===== src/rtl/qubit_stream_encoder_if.sv =====
// Block-in / beat-out bundle for the BB84 polarisation encoder.
// slave is the encoder's view; master is the feeding/draining side.
interface qubit_stream_encoder_if #(
  parameter int N_BITS = 80,
  parameter int LANES  = 4
);
  logic              in_valid;
  logic              in_ready;
  logic [N_BITS-1:0] r_bit;
  logic [N_BITS-1:0] r_base;
  logic [1:0]        mode;
  logic              out_valid;
  logic              out_ready;
  logic [2*LANES-1:0] out_sym;
  logic              out_last;

  modport slave (
    input  in_valid, r_bit, r_base, mode, out_ready,
    output in_ready, out_valid, out_sym, out_last
  );

  modport master (
    output in_valid, r_bit, r_base, mode, out_ready,
    input  in_ready, out_valid, out_sym, out_last
  );
endinterface


===== src/rtl/qubit_stream_encoder.sv =====
// BB84 polarisation encoder: captures one block of bit/basis pairs,
// streams it out LANES symbols per beat with backpressure.
module qubit_stream_encoder #(
  parameter int N_BITS = 80,
  parameter int LANES  = 4,
  parameter int CNT_W  = 16
) (
  input  logic                  clk,
  input  logic                  rst_n,
  qubit_stream_encoder_if.slave bus,
  output logic [CNT_W-1:0]      blk_cnt,
  output logic                  busy
);
  localparam int SW    = 2 * LANES;
  localparam int BEATS = N_BITS / LANES;
  localparam int BW    = (BEATS > 1) ? $clog2(BEATS) : 1;
  localparam logic [BW-1:0] LAST = BW'(BEATS - 1);

  if (N_BITS % LANES != 0) begin : g_bad_cfg
    $error("N_BITS must be a multiple of LANES");
  end

  typedef enum logic {IDLE, SEND} state_t;

  state_t              state_q, state_d;
  logic [2*N_BITS-1:0] sym_q, sym_d;
  logic [BW-1:0]       beat_q, beat_d;
  logic [CNT_W-1:0]    cnt_q, cnt_d;

  logic [N_BITS-1:0]   base_eff;
  logic [2*N_BITS-1:0] enc;

  always_comb begin
    base_eff = bus.r_base;
    unique case (1'b1)
      (bus.mode == 2'b01): base_eff = '0;
      (bus.mode == 2'b10): base_eff = '1;
      default: ;
    endcase
    enc = '0;
    for (int i = 0; i < N_BITS; i++) begin
      enc[2*i +: 2] = {base_eff[i], bus.r_bit[i]};
    end
  end

  always_ff @(posedge clk or negedge rst_n) begin
    if (!rst_n) begin
      state_q <= IDLE;
      sym_q   <= '0;
      beat_q  <= '0;
      cnt_q   <= '0;
    end else begin
      state_q <= state_d;
      sym_q   <= sym_d;
      beat_q  <= beat_d;
      cnt_q   <= cnt_d;
    end
  end

  // Held block shifts down one beat per transfer, so it drains to zero.
  always_comb begin
    state_d = state_q;
    sym_d   = sym_q;
    beat_d  = beat_q;
    cnt_d   = cnt_q;
    unique case (state_q)
      IDLE: begin
        if (bus.in_valid) begin
          sym_d   = enc;
          beat_d  = '0;
          state_d = SEND;
        end
      end
      SEND: begin
        if (bus.out_ready) begin
          sym_d = sym_q >> SW;
          if (beat_q == LAST) begin
            cnt_d   = cnt_q + 1'b1;
            beat_d  = '0;
            state_d = IDLE;
          end else begin
            beat_d = beat_q + 1'b1;
          end
        end
      end
    endcase
  end

  always_comb begin
    bus.in_ready  = (state_q == IDLE);
    bus.out_valid = (state_q == SEND);
    bus.out_last  = (state_q == SEND) && (beat_q == LAST);
    bus.out_sym   = sym_q[SW-1:0];
    busy          = (state_q == SEND);
    blk_cnt       = cnt_q;
  end
endmodule


===== src/flat_wrapper.sv =====
// flat-port wrapper written by rule: the top's interface ports become plain ports
module qubit_stream_encoder_flat 
#(
  parameter int N_BITS = 80,
  parameter int LANES  = 4,
  parameter int CNT_W  = 16
)
  (clk, rst_n, blk_cnt, busy, bus_in_valid, bus_r_bit, bus_r_base, bus_mode, bus_out_ready, bus_in_ready, bus_out_valid, bus_out_sym, bus_out_last);
  qubit_stream_encoder_if #(.N_BITS(N_BITS), .LANES(LANES)) bus_i ();
  input  logic clk;
  input  logic rst_n;
  output logic [CNT_W-1:0] blk_cnt;
  output logic busy;
  input wire logic [$bits(bus_i.in_valid)-1:0] bus_in_valid;
  input wire logic [$bits(bus_i.r_bit)-1:0] bus_r_bit;
  input wire logic [$bits(bus_i.r_base)-1:0] bus_r_base;
  input wire logic [$bits(bus_i.mode)-1:0] bus_mode;
  input wire logic [$bits(bus_i.out_ready)-1:0] bus_out_ready;
  output wire logic [$bits(bus_i.in_ready)-1:0] bus_in_ready;
  output wire logic [$bits(bus_i.out_valid)-1:0] bus_out_valid;
  output wire logic [$bits(bus_i.out_sym)-1:0] bus_out_sym;
  output wire logic [$bits(bus_i.out_last)-1:0] bus_out_last;
  assign bus_i.in_valid = bus_in_valid;
  assign bus_i.r_bit = bus_r_bit;
  assign bus_i.r_base = bus_r_base;
  assign bus_i.mode = bus_mode;
  assign bus_i.out_ready = bus_out_ready;
  assign bus_in_ready = bus_i.in_ready;
  assign bus_out_valid = bus_i.out_valid;
  assign bus_out_sym = bus_i.out_sym;
  assign bus_out_last = bus_i.out_last;
  qubit_stream_encoder #(.N_BITS(N_BITS), .LANES(LANES), .CNT_W(CNT_W)) u_core (.clk(clk), .rst_n(rst_n), .bus(bus_i), .blk_cnt(blk_cnt), .busy(busy));
endmodule

===== config.mk =====
export PLATFORM = sky130hd
export DESIGN_NAME = qubit_stream_encoder_flat
export DESIGN_NICKNAME = d
export VERILOG_FILES = /design/src/rtl/qubit_stream_encoder_if.sv /design/src/rtl/qubit_stream_encoder.sv /design/src/flat_wrapper.sv
export SDC_FILE = /design/constraint.sdc
export NUM_CORES = 1
export LEC_CHECK = 0
export CORE_MARGIN = 3
export CORE_UTILIZATION = 54
export CTS_CLUSTER_DIAMETER = 150
export DETAILED_ROUTE_END_ITERATION = 7
export PLACE_DENSITY = 0.84
export SYNTH_ARGS = -nofsm -noshare
export SYNTH_HDL_FRONTEND = slang
export SYNTH_SLANG_ARGS = --single-unit

===== constraint.sdc =====
create_clock -name clk -period 4.1 [get_ports clk]
set_input_delay 0.615 -clock clk [delete_from_list [all_inputs] [get_ports clk]]
set_output_delay 0.615 -clock clk [all_outputs]
set_load 0.005 [all_outputs]

# Word-level counts from Yosys, hierarchy flattened
# Cells that the tools add are included.
[totals]
ff_bits = 182
memories = 0
ram_bits = 0
romBits = 0
output_inout_bits = 28
latch_bits = 0
[classes]
mul = 0
reduce_logical = 3
bitwise = 1
eq_ne = 5
div = 0
n_mux = 12
order_cmp = 0
addsub = 2
shifts = 0
[op_table]
columns = ["op", "count"]
rows = [
  ["two-way mux 160 bit", 2],
  ["one-hot mux 160 bit (2 select lines)", 1],
  ["one-hot mux 80 bit (2 select lines)", 1],
  ["adder 16 x 1 -> 16 bit (second input constant)", 1],
  ["two-way mux 5 bit", 3],
  ["one-hot mux 5 bit (2 select lines)", 1],
  ["adder 5 x 1 -> 5 bit (second input constant)", 1],
  ["equality test 5 bit (second input constant)", 1],
  ["inequality test 2 bit (second input constant)", 2],
  ["two-way mux 1 bit", 3],
  ["AND reduction 3 bit", 1],
  ["equality test 2 x 1 -> 1 bit (second input constant)", 1],
  ["equality test 2 bit (second input constant)", 1],
  ["one-hot mux 1 bit (2 select lines)", 1],
  ["AND reduction 2 bit", 1],
  ["logical AND 1 bit", 1],
  ["NOT 1 bit", 1],
]

# Longest topological paths before layout
[depth]
word_depth = 4
mapped_depth = 10
depth_no_buf = 6

# Least setup slack after synthesis
# Ideal clock, no wire load.
[synth_timing]
path_type = "input to register"
startpoint = "input bus_mode[0]"
endpoint = "register u_core.sym_q[137]"
setup_slack_ns = 1.995
t_arrival_ns = 1.978
n_path_buf = 4
t_required_ns = 3.973
stages = 10
cell_sequence = "inv_1 > ha_1 > buf_2 > nor2b_2 > or2_2 > buf_2 > buf_4 > buf_2 > a21oi_1 > o21ai_0"
[synth_via]
elab_chain_len = 4
[synth_rtl]
columns = ["element", "line_no", "source"]
rows = [
  ["start, declared", "flat_wrapper.sv:17", "input wire logic [$bits(bus_i.mode)-1:0] bus_mode;"],
  ["equality test 2 bit or equality test 2 x 1 -> 1 bit (tied branches)", "qubit_stream_encoder.sv:37, qubit_stream_encoder.sv:36", ""],
  ["one-hot mux 80 bit (2 select lines) (*)", "qubit_stream_encoder.sv:35", "unique case (1'b1)"],
  ["two-way mux 160 bit (*)", "qubit_stream_encoder.sv:68", "if (bus.in_valid) begin"],
  ["one-hot mux 160 bit (2 select lines) (*)", "qubit_stream_encoder.sv:66", "unique case (state_q)"],
  ["end signal, assigned", "qubit_stream_encoder.sv:54", "sym_q <= sym_d;"],
  ["end, declared", "qubit_stream_encoder.sv:26", "logic [2*N_BITS-1:0] sym_q, sym_d;"],
]
# Every way passes the cells marked *; elsewhere a longest branch is shown, timed or not. The select of a mux whose other input is x is not followed.
# A chain may end at the register's enable or synchronous reset.

# Final worst setup path
[layout_timing]
startpoint = "register u_core.state_q (netlist: u_core.bus.out_valid)"
endpoint = "output bus_out_last"
[layout_via]
elab_chain_len = 1
[layout_rtl]
columns = ["element", "line_no", "source"]
rows = [
  ["start, declared", "qubit_stream_encoder.sv:25", "state_t state_q, state_d;"],
  ["start signal, assigned", "qubit_stream_encoder.sv:53", "state_q <= state_d;"],
  ["logical AND 1 bit", "qubit_stream_encoder.sv:92", "bus.out_last = (state_q == SEND) && (beat_q == LAST);"],
  ["end, declared", "flat_wrapper.sv:22", "output wire logic [$bits(bus_i.out_last)-1:0] bus_out_last;"],
]
# Every way passes these cells.

==> impl_metrics.tcl <==
set metrics [dict create \
    diodes 0 \
    slew_headroom_pct 37.5 \
    grt_use_total_pct 23.8 \
    crit_fanout 39 \
    antenna_found_initial 0 \
    grt_pass1_wl_um 33800 \
    cts_setup_buffers 0 \
    p_leak_nw 5.19 \
    hp-class "in2async" \
    status "complete, no violations" \
    cp-startpoint "u_core.bus.out_valid" \
    mostFrequentLayoutCell "clkdlybuf4s50_1" \
    pwr-share-comb_pct 19.1 \
    num_rows 45 \
    fillers 1117 \
    power_frac_seq_pct 48.5 \
    irDropWorstVdd_mv 0.352 \
    start_kind "flip-flop" \
    cts_buffers 17 \
    place.gp.congestion 0.783 \
    area_delta_synth_final_pct 29.5 \
    p_sw_share_pct 28.0 \
    r2r_end "u_core.sym_q[5]" \
    period_share_pct 65.4 \
    intPower_w 0.00380 \
    drv_cap 0 \
    yosysUniqueCellTypes 37 \
    final_nets 1195 \
    worstMarginPinSlew_ps 937 \
    maxSlewViolCount 0 \
    setup_viol 0 \
    overflow 0 \
    multi_input_area_um2 3460 \
    postLayoutCellArea_um2 11000 \
    synthArstFlopShare_pct 100 \
    power.density_nw_per_um2 481 \
    arrival_ps 2070 \
    antenna_left 0 \
    min_period_ps 2680 \
    die_area_um2 17200 \
    yosys_warnings 0 \
    num_io_pins 194 \
    power.switching_w 0.00148 \
    final_cells 1250 \
    synth_ff_type "dfrtp_1" \
    dr.pass1.iters 5 \
    synth_edf_count 0 \
    placed_cells 1218 \
    post_cts_resized 0 \
    clock_skew_ps 8.41 \
    cp-end-kind "output port" \
    r2r_start "u_core.bus.out_valid" \
    grt_pass1_vias 6756 \
    placed_cell_area_um2 10400 \
    root_buffer "clkbuf_16" \
    wire_per_inst_um 16.0 \
    fmax_mhz 373 \
    route.detailed.drc 0 \
    synth_nets 1054 \
    most-common-layout-cells "clkdlybuf4s50_1, dfrtp_1, nand2_1, a21oi_1, o21ai_0" \
    rr_worst_depth 4 \
    core_area_um2 15300 \
    die_x_um 131 \
    cts_hold_repair.buffers 0 \
    synth-seq-area-share_pct 53.7 \
    setup_tns_ps 0 \
    endpoint "bus_out_last" \
    postSynthAreaPerCell_um2 9.58 \
    start_util_pct 55.5 \
    grt_max_degree 118 \
    dieHeight_um 131 \
    required_ps 3480 \
    htree_levels 4 \
    clkPwrFrac_pct 32.4 \
    cts_tree "built" \
    ys_ff_latch 182 \
    vias_per_cell 5.49 \
    finalHoldViolations 0 \
    regArea_um2 4560 \
    vias 6860 \
    hpwl_um 12700 \
    grt_setup_unrepaired "no" \
    rrSetupSlack_ps 1500 \
    synth_cells 885 \
    worstSetupPathType "reg2out" \
    clk_latency_ps 430 \
    clockBufferDepth 2 \
    port_buffers 193 \
    wl_um 20100 \
    cts.clk_slew.worst_paths_ps 70 \
    numClockSinks 182 \
    netlist_area_um2 8480 \
    drtIter0Drc 635 \
    drive_gt1_share_pct 5.10 \
]
[area by class of cell]
class                   instances  share of cell area, %
well taps                     211                   2.41
multi-input cells             620                   31.6
clock buffers                  20                   4.16
flip-flops and latches        182                   41.5
clock inverters                12                   1.53
inverters                       3                  0.103
repair buffers                202                   18.7
[power groups by stage]
| stage | sequential [W] | combinational [W] | clock (W) |
|---|---|---|---|
| 6_report | 0.00256 | 0.00100 | 0.00171 |
| 5_1_grt | 0.00262 | 0.00115 | 0.00182 |
| 4_1_cts | 0.00256 | 0.00102 | 0.00174 |
| 3_5_place_dp | 0.00259 | 0.00101 | 0 |
| 3_3_place_gp | 0.00257 | 0.000968 | 0 |
| 2_1_floorplan | 0.00250 | 0.000684 | 0 |
[through the flow]
| stage | total power, W | hold WS (ps) | setup slack [ps] | utilization (%) |
|---|---|---|---|---|
| 2_1_floorplan | 0.00318 | 319 | 2000 | - |
| 3_3_place_gp | 0.00353 | 460 | 1320 | 67.8 |
| 3_5_place_dp | 0.00360 | 470 | 1240 | 67.8 |
| 4_1_cts | 0.00531 | 352 | 1390 | 71.9 |
| 5_1_grt | 0.00558 | 374 | 1290 | 71.9 |
| 6_report | 0.00527 | 314 | 1420 | 71.9 |
[cell usage after synthesis (2+ instances only)]
cell      number  area [um2]
o21ai_1       26         130
nor3_1         2        10.0
nor2_1         4        15.0
nand3_1        9        45.0
mux2i_1       76         761
nand4_1        2        12.5
xor2_1         6        52.6
buf_6         12         135
buf_4         11        82.6
inv_1          3        11.3
a22o_1         5        43.8
buf_2         19        95.1
clkbuf_1      37         139
nand2_1      168         631
a21oi_1      156         781
o21ai_0      135         676
dfrtp_1      182        4550
xnor2_1       10        87.6
ha_1           3        37.5
and3_1         2        12.5
[registers in the layout (all words and copies together) (netlist names)]
register / count
u_core.bus.out_valid: 1
u_core.blk_cnt: 16
u_core.beat_q: 5
u_core.sym_q: 160
[layer usage]
| metal | vias up | GRT usage, % | share of wire [%] |
|---|---|---|---|
| met5 | - | 0 | 0 |
| li1 | 3346 | - | - |
| met1 | 3301 | 32.6 | 44 |
| met2 | 191 | 37.5 | 48 |
| met4 | 0 | 6.07 | 1.1 |
| met3 | 22 | 7.20 | 6.3 |
[how the worst min path moves through the flow]
stage                          start                 end  slack, ps  depth (start not counted)
floorplan                      rst_n    u_core.beat_q[0]        320                          0
global placement    u_core.sym_q[56]    u_core.sym_q[56]        460                          2
detailed placement  u_core.sym_q[60]    u_core.sym_q[60]        470                          2
CTS                            rst_n     u_core.sym_q[1]        350                          1
global route                   rst_n  u_core.blk_cnt[11]        370                          1
finish                         rst_n  u_core.blk_cnt[11]        310                          1
[critical path, cell delays in order (launching register included)]
cell	delay, ps
dfrtp_4	830
inv_1	160
nor2_1	130
clkdlybuf4s50_1	520
[kinds of logic (layout without fill, tap and decap cells)]
| group | count (synthesis) | after routing | synth area share, % |
|---|---|---|---|
| AOI/OAI and AO/OA | 325 | 325 | 19.5 |
| and+or+nand+nor | 199 | 199 | 10.0 |
| DFF | 182 | 182 | 53.7 |
| buffers and inverters | 83 | 237 | 5.52 |
| muxes | 77 | 77 | 9.11 |
| xor gates and xnor gates | 16 | 16 | 1.65 |
| adders and majority gates | 3 | 3 | 0.443 |
No activity file was read; power rests on OpenSTA's default activity.
